[config.mk]
export PLATFORM = sky130hd
export DESIGN_NAME = ntsc_time_loader_flat
export DESIGN_NICKNAME = d
export VERILOG_FILES = /design/src/rtl/ntsc_time_loader_pkg.sv /design/src/rtl/ntsc_time_loader_if.sv /design/src/rtl/ntsc_time_loader_counter.sv /design/src/rtl/ntsc_time_loader.sv /design/src/flat_wrapper.sv
export SDC_FILE = /design/constraint.sdc
export NUM_CORES = 1
export LEC_CHECK = 0
export CAP_MARGIN = 20
export CORE_MARGIN = 2
export CORE_UTILIZATION = 40
export DETAILED_ROUTE_END_ITERATION = 7
export SLEW_MARGIN = 20
export SYNTH_ARGS = -nofsm -noshare
export SYNTH_HDL_FRONTEND = slang
export SYNTH_SLANG_ARGS = --single-unit
export TNS_END_PERCENT = 30
[constraint.sdc]
create_clock -name clk -period 7.25 [get_ports clk]
set_clock_uncertainty 0.15 [all_clocks]
set_input_delay 1.0875 -clock clk [delete_from_list [all_inputs] [get_ports clk]]
set_output_delay 1.0875 -clock clk [all_outputs]
set_load 0.1 [all_outputs]
[src/rtl/ntsc_time_loader_pkg.sv]
`default_nettype none
// ============================================================================
// Module      : ntsc_clock_pkg
// Description : Shared types and constants for the NTSC wall-clock time
//               keeper and display loader: loader states, BCD field layout,
//               digit limits, drunk-mode LFSR seed/taps, BCD advance helper.
// Revision    : 1.0 - initial release
// ============================================================================
package ntsc_clock_pkg;

   typedef enum logic [2:0] {
      ST_IDLE   = 3'd0,
      ST_RST_LO = 3'd1,
      ST_RST_HI = 3'd2,
      ST_BIT_LO = 3'd3,
      ST_BIT_HI = 3'd4
   } loader_state_e;

   // Bit positions of each digit inside the packed HH:MM:SS word
   localparam int unsigned SU_LSB = 0;
   localparam int unsigned ST_LSB = 4;
   localparam int unsigned MU_LSB = 8;
   localparam int unsigned MT_LSB = 12;
   localparam int unsigned HU_LSB = 16;
   localparam int unsigned HT_LSB = 20;

   // Digit limits
   localparam logic [3:0] UNITS_MAX       = 4'd9;
   localparam logic [3:0] TENS_MAX        = 4'd5;
   localparam logic [1:0] HOUR_T_MAX      = 2'd2;
   localparam logic [3:0] HOUR_U_MAX_LAST = 4'd3;

   // Right-shifting Galois LFSR, taps 16,14,13,11
   localparam logic [15:0] LFSR_SEED = 16'hACE1;
   localparam logic [15:0] LFSR_TAPS = 16'hB400;

   function automatic logic [15:0] lfsr_step(input logic [15:0] l);
      return l[0] ? ((l >> 1) ^ LFSR_TAPS) : (l >> 1);
   endfunction

   // One-second BCD increment; digits are not range-checked, so an
   // out-of-range digit simply counts up until it meets its limit.
   function automatic logic [23:0] bcd_advance(input logic [23:0] t);
      logic [3:0] su, st, mu, mt, hu;
      logic [1:0] ht;
      su = t[SU_LSB +: 4];
      st = t[ST_LSB +: 4];
      mu = t[MU_LSB +: 4];
      mt = t[MT_LSB +: 4];
      hu = t[HU_LSB +: 4];
      ht = t[HT_LSB +: 2];
      if (su != UNITS_MAX) su = su + 4'd1;
      else begin
         su = 4'd0;
         if (st != TENS_MAX) st = st + 4'd1;
         else begin
            st = 4'd0;
            if (mu != UNITS_MAX) mu = mu + 4'd1;
            else begin
               mu = 4'd0;
               if (mt != TENS_MAX) mt = mt + 4'd1;
               else begin
                  mt = 4'd0;
                  if (ht == HOUR_T_MAX && hu == HOUR_U_MAX_LAST) begin
                     ht = 2'd0;
                     hu = 4'd0;
                  end else if (hu != UNITS_MAX) begin
                     hu = hu + 4'd1;
                  end else begin
                     hu = 4'd0;
                     ht = ht + 2'd1;
                  end
               end
            end
         end
      end
      return {2'b00, ht, hu, mt, mu, st, su};
   endfunction

endpackage
`default_nettype wire

[src/rtl/ntsc_time_loader_if.sv]
`default_nettype none
// ============================================================================
// Module      : ntsc_time_loader_if
// Description : Set-command handshake, time status and display serial port
//               of the NTSC time loader. slave = loader, master = its user.
// Revision    : 1.0 - initial release
// ============================================================================
interface ntsc_time_loader_if;
   logic        set_valid;
   logic        set_ready;
   logic [23:0] set_time;
   logic [23:0] time_bcd;
   logic        tick;
   logic        busy;
   logic        disp_wclk;
   logic        disp_din;
   logic        disp_rst;

   modport master (
      output set_valid, set_time,
      input  set_ready, time_bcd, tick, busy, disp_wclk, disp_din, disp_rst
   );

   modport slave (
      input  set_valid, set_time,
      output set_ready, time_bcd, tick, busy, disp_wclk, disp_din, disp_rst
   );
endinterface
`default_nettype wire

[src/rtl/ntsc_time_loader_counter.sv]
`default_nettype none
// ============================================================================
// Module      : bcd_time_counter
// Description : Per-second prescaler and packed-BCD HH:MM:SS counter with
//               time-set load. Optional macro NTSC_CLOCK_DRUNK_EN adds a
//               16-bit LFSR that jitters each second's length around
//               TICKS_PER_SEC while keeping the mean.
// Revision    : 1.0 - initial release
// ============================================================================
module bcd_time_counter
   import ntsc_clock_pkg::*;
#(
   parameter int TICKS_PER_SEC = 25_000_000,
   parameter int JITTER_BITS   = 20
) (
   input  wire logic        clk,
   input  wire logic        reset,
   input  wire logic        set_load_i,
   input  wire logic [21:0] set_time_i,
   output logic      [23:0] time_bcd_o,
   output logic             tick_o
);
   // Wide enough for the longest jittered second as well as the fixed one
   localparam int PW = $clog2(TICKS_PER_SEC + (1 << JITTER_BITS)) + 1;

   logic [PW-1:0] presc_q, presc_d;
   logic [PW-1:0] period_w;
   logic [23:0]   time_q, time_d;
   logic          tick_q, tick_d;

`ifdef NTSC_CLOCK_DRUNK_EN
   localparam int BASE = TICKS_PER_SEC - (1 << (JITTER_BITS - 1));
   logic [15:0]   lfsr_q, lfsr_d;
   logic [PW-1:0] jitter_w;

   generate
      if (JITTER_BITS <= 16) begin : g_jit_narrow
         assign jitter_w = PW'(lfsr_q[JITTER_BITS-1:0]);
      end else begin : g_jit_wide
         assign jitter_w = PW'({lfsr_q, {(JITTER_BITS-16){1'b0}}});
      end
   endgenerate

   assign period_w = PW'(BASE) + jitter_w;

   // Draw a fresh period for every delivered second
   always_comb lfsr_d = tick_d ? lfsr_step(lfsr_q) : lfsr_q;

   // LFSR register, reseeded by reset
   always_ff @(posedge clk) begin
      if (reset) lfsr_q <= LFSR_SEED;
      else       lfsr_q <= lfsr_d;
   end
`else
   assign period_w = PW'(TICKS_PER_SEC);
`endif

   // Next-state: a set overrides a coincident wrap and swallows its tick
   always_comb begin
      presc_d = presc_q + PW'(1);
      time_d  = time_q;
      tick_d  = 1'b0;
      if (set_load_i) begin
         time_d  = {2'b00, set_time_i};
         presc_d = '0;
      end else if (presc_q == period_w - PW'(1)) begin
         presc_d = '0;
         tick_d  = 1'b1;
         time_d  = bcd_advance(time_q);
      end
   end

   // Prescaler, time and tick registers
   always_ff @(posedge clk) begin
      if (reset) begin
         presc_q <= '0;
         time_q  <= '0;
         tick_q  <= 1'b0;
      end else begin
         presc_q <= presc_d;
         time_q  <= time_d;
         tick_q  <= tick_d;
      end
   end

   assign time_bcd_o = time_q;
   assign tick_o     = tick_q;
endmodule
`default_nettype wire

[src/rtl/ntsc_time_loader.sv]
`default_nettype none
// ============================================================================
// Module      : ntsc_time_loader
// Description : NTSC wall-clock timekeeper and display loader. Keeps BCD
//               time via bcd_time_counter and, whenever the time changes,
//               sends a load-reset strobe followed by 24 bits MSB-first on
//               the display serial port. Option: NTSC_CLOCK_DRUNK_EN.
// Revision    : 1.0 - initial release
// ============================================================================
module ntsc_time_loader
   import ntsc_clock_pkg::*;
#(
   parameter int TICKS_PER_SEC = 25_000_000,
   parameter int HALF_BIT      = 4,
   parameter int JITTER_BITS   = 20
) (
   input wire logic           clk,
   input wire logic           reset,
   ntsc_time_loader_if.slave  bus
);
   localparam int HW = (HALF_BIT > 1) ? $clog2(HALF_BIT) : 1;

   loader_state_e state_q, state_d;
   logic [HW-1:0] hcnt_q, hcnt_d;
   logic [4:0]    idx_q, idx_d;
   logic [23:0]   shadow_q, shadow_d;
   logic          dirty_q, dirty_d;
   logic          wclk_q, wclk_d;
   logic          din_q, din_d;
   logic          drst_q, drst_d;

   logic [23:0]   time_w;
   logic          tick_w;
   logic          set_accept_w;
   logic          last_w;

   assign set_accept_w = bus.set_valid && (state_q == ST_IDLE);
   assign last_w       = (hcnt_q == HW'(HALF_BIT - 1));

   bcd_time_counter #(
      .TICKS_PER_SEC (TICKS_PER_SEC),
      .JITTER_BITS   (JITTER_BITS)
   ) u_counter (
      .clk        (clk),
      .reset      (reset),
      .set_load_i (set_accept_w),
      .set_time_i (bus.set_time[21:0]),
      .time_bcd_o (time_w),
      .tick_o     (tick_w)
   );

   // Loader sequencing: each output change is decided one cycle ahead
   always_comb begin
      state_d  = state_q;
      hcnt_d   = last_w ? '0 : hcnt_q + 1'b1;
      idx_d    = idx_q;
      shadow_d = shadow_q;
      dirty_d  = dirty_q;
      wclk_d   = wclk_q;
      din_d    = din_q;
      drst_d   = drst_q;
      unique case (state_q)
         ST_IDLE: begin
            hcnt_d = '0;
            if (dirty_q) begin
               state_d  = ST_RST_LO;
               shadow_d = time_w;
               dirty_d  = 1'b0;
               idx_d    = 5'd23;
               drst_d   = 1'b1;
               wclk_d   = 1'b0;
               din_d    = 1'b0;
            end
         end
         ST_RST_LO: if (last_w) begin
            state_d = ST_RST_HI;
            wclk_d  = 1'b1;
         end
         ST_RST_HI: if (last_w) begin
            state_d = ST_BIT_LO;
            wclk_d  = 1'b0;
            drst_d  = 1'b0;
            din_d   = shadow_q[idx_q];
         end
         ST_BIT_LO: if (last_w) begin
            state_d = ST_BIT_HI;
            wclk_d  = 1'b1;
         end
         ST_BIT_HI: if (last_w) begin
            wclk_d = 1'b0;
            if (idx_q == 5'd0) begin
               state_d = ST_IDLE;
               din_d   = 1'b0;
            end else begin
               state_d = ST_BIT_LO;
               idx_d   = idx_q - 5'd1;
               din_d   = shadow_q[idx_q - 5'd1];
            end
         end
         default: state_d = ST_IDLE;
      endcase
      // A change during a frame is remembered and sent right after it
      if (tick_w || set_accept_w) dirty_d = 1'b1;
   end

   // Loader state and registered display outputs
   always_ff @(posedge clk) begin
      if (reset) begin
         state_q  <= ST_IDLE;
         hcnt_q   <= '0;
         idx_q    <= '0;
         shadow_q <= '0;
         dirty_q  <= 1'b1;
         wclk_q   <= 1'b0;
         din_q    <= 1'b0;
         drst_q   <= 1'b0;
      end else begin
         state_q  <= state_d;
         hcnt_q   <= hcnt_d;
         idx_q    <= idx_d;
         shadow_q <= shadow_d;
         dirty_q  <= dirty_d;
         wclk_q   <= wclk_d;
         din_q    <= din_d;
         drst_q   <= drst_d;
      end
   end

   assign bus.set_ready = (state_q == ST_IDLE);
   assign bus.busy      = (state_q != ST_IDLE);
   assign bus.time_bcd  = time_w;
   assign bus.tick      = tick_w;
   assign bus.disp_wclk = wclk_q;
   assign bus.disp_din  = din_q;
   assign bus.disp_rst  = drst_q;
endmodule
`default_nettype wire

[src/flat_wrapper.sv]
// flat-port wrapper written by rule: the top's interface ports become plain ports
module ntsc_time_loader_flat import ntsc_clock_pkg::*;
#(
   parameter int TICKS_PER_SEC = 25_000_000,
   parameter int HALF_BIT      = 4,
   parameter int JITTER_BITS   = 20
)
  (clk, reset, bus_set_valid, bus_set_time, bus_set_ready, bus_time_bcd, bus_tick, bus_busy, bus_disp_wclk, bus_disp_din, bus_disp_rst);
  ntsc_time_loader_if bus_i ();
  input wire logic clk;
  input wire logic reset;
  input wire logic [$bits(bus_i.set_valid)-1:0] bus_set_valid;
  input wire logic [$bits(bus_i.set_time)-1:0] bus_set_time;
  output wire logic [$bits(bus_i.set_ready)-1:0] bus_set_ready;
  output wire logic [$bits(bus_i.time_bcd)-1:0] bus_time_bcd;
  output wire logic [$bits(bus_i.tick)-1:0] bus_tick;
  output wire logic [$bits(bus_i.busy)-1:0] bus_busy;
  output wire logic [$bits(bus_i.disp_wclk)-1:0] bus_disp_wclk;
  output wire logic [$bits(bus_i.disp_din)-1:0] bus_disp_din;
  output wire logic [$bits(bus_i.disp_rst)-1:0] bus_disp_rst;
  assign bus_i.set_valid = bus_set_valid;
  assign bus_i.set_time = bus_set_time;
  assign bus_set_ready = bus_i.set_ready;
  assign bus_time_bcd = bus_i.time_bcd;
  assign bus_tick = bus_i.tick;
  assign bus_busy = bus_i.busy;
  assign bus_disp_wclk = bus_i.disp_wclk;
  assign bus_disp_din = bus_i.disp_din;
  assign bus_disp_rst = bus_i.disp_rst;
  ntsc_time_loader #(.TICKS_PER_SEC(TICKS_PER_SEC), .HALF_BIT(HALF_BIT), .JITTER_BITS(JITTER_BITS)) u_core (.clk(clk), .reset(reset), .bus(bus_i));
endmodule
==> Word level (Yosys, flattened, before mapping) <==
Index checks and enable logic that the tools add are counted.
{ "classes": {"n_addsub": 9, "magnitude_cmp": 2, "eq_ne": 26, "mux": 50, "n_reduce_logical": 28} }
{ "ops": {"columns": ["op", "count"], "rows": [
  ["2-to-1 mux 4 bit", 16],
  ["2-to-1 mux 22 bit", 2],
  ["adder 26 x 1 -> 26 bit (second input constant)", 1],
  ["equality test 26 x 25 -> 1 bit (second input constant)", 1],
  ["!= test 2 x 1 -> 1 bit (second input constant)", 11],
  ["adder 4 x 1 -> 4 bit (second input constant)", 5],
  ["AND reduction 4 bit", 4],
  ["2-to-1 mux 3 bit", 5],
  ["2-to-1 mux 5 bit", 3],
  ["case mux 3 bit (5 select lines)", 1],
  ["2-to-1 mux 2 bit", 7],
  ["less-than comparator 5 x 6 -> 1 bit (second input constant)", 2],
  ["!= test 4 bit (second input constant)", 3],
  ["binary-select mux 1 bit (select 5 bit)", 2],
  ["2-to-1 mux 1 bit", 10],
  ["case mux 5 bit (2 select lines)", 1],
  ["AND reduction 5 bit", 2],
  ["nonzero test 3 bit", 3],
  ["!= test 4 x 3 -> 1 bit (second input constant)", 2],
  ["OR reduction 2 bit", 4],
  ["equality test 3 x 2 -> 1 bit (second input constant)", 2],
  ["case mux 1 bit (3 select lines)", 2],
  ["AND reduction 3 bit", 2],
  ["AND reduction 6 bit", 1],
  ["16 further kinds", 23]
]} }
{ "totals": {"reg_bits": 85, "input_bits": 27, "output_inout_bits": 30, "word_cells": 131} }

==> Longest topological paths before layout <==
{ "depth": {"word_depth": 9, "ltp_mapped": 9, "ltp_nobuf": 8} }

==> Modules after synthesis <==
Synthesis repeated with hierarchy kept, for this count alone.
{ "hier_totals": {"hier_cells": 549, "hier_area_um2": 4720.8} }
{ "by_module_without_submodules": {"columns": ["mod", "instances", "cells_per_inst", "area_per_inst_um2", "seq_area_each_um2"], "rows": [
  ["bcd_time_counter", 1, 321, 2685.1, 980.9],
  ["ntsc_time_loader", 1, 228, 2035.7, 760.7]
]} }

==> Worst setup path after synthesis <==
No wires, ideal clock.
{ "synth_timing": {"path_type": "flip-flop to output port", "start": "register u_core.state_q[2]", "end": "output port bus_busy", "t_arrival_ns": 2.817, "required_ns": 6.012, "slack_ns": 3.195, "path_stages_with_launch": 4, "n_path_buf": 1, "path_cell_list": "dfxtp_1 > buf_2 > nor3_2 > inv_1"} }
{ "synth_between": {"elab_chain_cells": 1} }
{ "synth_lines": {"columns": ["element", "line", "rtl"], "rows": [
  ["start: declaration", "ntsc_time_loader.sv:23", "loader_state_e state_q, state_d;"],
  ["start signal: assignment", "ntsc_time_loader.sv:118", "state_q <= state_d;"],
  ["nonzero test 3 bit", "ntsc_time_loader.sv:130", "assign bus.busy = (state_q != ST_IDLE);"],
  ["end: declaration", "flat_wrapper.sv:17", "output wire logic [$bits(bus_i.busy)-1:0] bus_busy;"]
]} }
No other way between the ends.

==> Worst setup path after layout <==
{ "layout_timing": {"start": "register u_core.state_q[0]", "end": "output port bus_set_ready"} }
{ "layout_between": {"elab_chain_cells": 1} }
{ "layout_lines": {"columns": ["element", "line", "rtl"], "rows": [
  ["zero test 3 bit", "ntsc_time_loader.sv:129", "assign bus.set_ready = (state_q == ST_IDLE);"],
  ["end: declaration", "flat_wrapper.sv:14", "output wire logic [$bits(bus_i.set_ready)-1:0] bus_set_ready;"]
]} }
No other way between the ends.

==> flow_summary.yaml <==
worst_hold_path:
  min_path_cells: 1
  hold_class: "flop to flop"
  hold_end: "u_core.hcnt_q[0]"
  min-delay-start: "u_core.hcnt_q[0]"
yosys:
  yosysTopAreaCell: "dfxtp_1"
  synth.distinct_cells: 59
  postSynthCellCount: 515
  synth_top_area_share_pct: 38.6
  synth.avg_cell_area_sq_um: 8.56
  synth_warnings: 0
  synth-seq-cells: 85
  syn_area_sq_um: 4410
  synthFlopType: "dfxtp_1"
  netlist_top_cells_count: "85 x dfxtp_1, 78 x nand2_1, 67 x nor2_1"
  synth_area_leaders: "dfxtp_1 39%, nand2_1 6.6%, nor2_1 5.7%"
  synth_edf_count: 0
  ys_async_sr_fraction_pct: 0
  synth_most_common_cell: "dfxtp_1"
  ys_seq_area_share_pct: 38.6
critical_path:
  reg2reg_depth: 8
  cp.arrival_ns: 2.45
  critPathMaxFanout: 13
  startpoint_type: "flop"
  reg2reg_to: "u_core.bus.disp_din"
  crit_path_end_kind: "output pin"
  rr_startpoint: "u_core.idx_q[0]"
  rrSetupSlack_ns: 4.29
  required_ns: 6.01
  critical_path_class: "flop to output pin"
routing:
  vias: 3751
  drc: 0
  drtAntennaViolNets: 0
  drt_iter0_markers: 139
  wl_per_cell_um: 15.1
  wl_mm: 10.6
  first_pass_iters: 4
  avgViaCountPerCell: 5.36
floorplanning:
  initial_core_util_pct: 40.9
  fp.dieH_um: 109
  core_area_sq_um: 10800
  rows: 38
  io_pins: 57
  die_w_um: 109
  die_area_sq_um: 11900
clocking:
  clk_pin_slew_ns: 0.08
  cts_resized: 0
  cts_buffer_depth: 2
  ctsRootBufferMaster: "clkbuf_8"
  h-tree-depth: 3
  hold_buffers: 0
  numCtsBuffers: 9
  insertion_delay_ns: 0.37
  cts_setup_buffers: 0
  cts_tree: "yes"
  clkSinkCount: 85
timing:
  hold_violations: 0
  tightest_slew_ns: 1.00
  report.final.slew_viol_count: 0
  min_period_ns: 3.69
  rsz0062_at_grt: "no"
  fmax_mhz: 271
  setup_violations: 0
  setup_tns_ns: 0
  setup_ws_ns: 3.56
  min_period_over_period_pct: 50.9
  maxSlewHeadroom_pct: 32.9
pwr:
  power_mw: 1.17
  max-vdd-ir-drop_uv: 103
  power.density_nw_per_um2: 224
  p_leak_nw: 1.77
grt:
  antenna_found_initial: 0
  grt_overflow: 0
  grt_usage_pct: 19.0
  grt_pass1_vias: 3682
  grt_pass1_wl_mm: 17.7
  grt_max_degree: 60
placement:
  gp_congestion: 0.915
  portBuffers: 52
  dp_slack_ns: 3.73
  detailed_place_hpwl_mm: 7.50
outcome:
  status: "completed"
finish:
  fin_util_pct: 48.3
  area_delta_synth_final_pct: 18.2
  num_antenna_cells: 0
  fillers: 1090
  finalNetCount: 587
  drive_gt1_share_pct: 8.39
job:
  cap_violations: 0
-- layer usage --
layer	GRT usage [%]	vias to the layer above	wire, um
li1	-	1897	-
met1	24.1	1797	4940
met2	31.7	43	5110
met3	4.42	14	339
met4	6.04	0	170
met5	0	-	0
-- through the flow --
step                cells  hold WS (ns)  cell area, sq um
finish                700         0.289              5210
global route          700         0.327              5210
CTS                   700         0.299              5210
detailed placement    684         0.287              5010
global placement      684         0.265              5010
floorplan             516         0.258              4410
-- placed cells by master, fill, tap and decap left out, types with 4 or more instances in the layout --
master	instances
nand3_1	21
o21ai_0	10
a211oi_1	15
clkdlybuf4s50_1	51
clkbuf_8	9
nor4_1	4
nand4_1	8
ha_1	5
a31oi_1	7
buf_4	4
inv_1	10
nor3_2	4
or3_1	7
nor2_1	67
a311oi_1	10
nor2b_1	6
and2_1	4
mux4_2	10
dfxtp_1	85
a21oi_1	37
xor2_1	24
mux2i_1	7
xnor2_1	11
nand2_1	78
nor3_1	9
-- worst max-delay path, stage by stage, from the launching register on --
cell and delay [ns]:
dfxtp_1 0.47, nor3_2 0.42, clkdlybuf4s50_1 1.21
-- logic make-up after synthesis --
logic type / share of synthesized area (%)
AND/OR/NAND/NOR: 28.3
AO/OA/AOI/OAI: 13.7
flip-flops: 38.6
buffers and inverters: 3.75
XOR/XNOR: 6.95
multiplexers: 7.21
adder cells (fa/ha/maj): 1.42
other: 0.0850
-- sequential cells by signal (all words and copies together), names as in the netlist --
| register | flops |
|---|---|
| u_core.u_counter.presc_q | 26 |
| u_core.shadow_q | 22 |
| u_core.idx_q | 5 |
| u_core.u_counter.tick_o | 1 |
| u_core.dirty_q | 1 |
| u_core.bus.disp_din | 1 |
| u_core.bus.disp_rst | 1 |
| u_core.hcnt_q | 2 |
| u_core.state_q | 3 |
| u_core.bus.disp_wclk | 1 |
| u_core.u_counter.time_bcd_o | 22 |
-- power breakdown --
part	leakage, nW	internal, mW	switching [mW]
Combinational	0.974	0.0847	0.182
Sequential	0.693	0.492	0.0436
Clock	0.101	0.194	0.169
Total	1.77	0.771	0.395
-- worst max path at each step --
stage,start,end,slack (ns),depth (start not counted)
after floorplan,u_core.state_q[2],bus_busy,3.20,3
after global placement,bus_set_valid,u_core.u_counter.presc_q[13],3.79,6
after detailed placement,bus_set_valid,u_core.u_counter.presc_q[13],3.73,6
after CTS,u_core.state_q[0],bus_set_ready,3.54,2
after global routing,u_core.state_q[0],bus_set_ready,3.45,2
final,u_core.state_q[0],bus_set_ready,3.56,2
-- layout make-up --
cell class | instances | area (sq um) | area share [%]
Timing Repair Buffer | 56 | 546 | 10.5
Inverter | 10 | 37.5 | 0.720
Clock buffer | 12 | 135 | 2.59
Clock inverter | 4 | 72.6 | 1.39
Tap cell | 140 | 175 | 3.36
Multi-Input combinational cell | 393 | 2550 | 48.8
Sequential cell | 85 | 1700 | 32.6
Note: power is estimated with default switching activity, not from simulation.
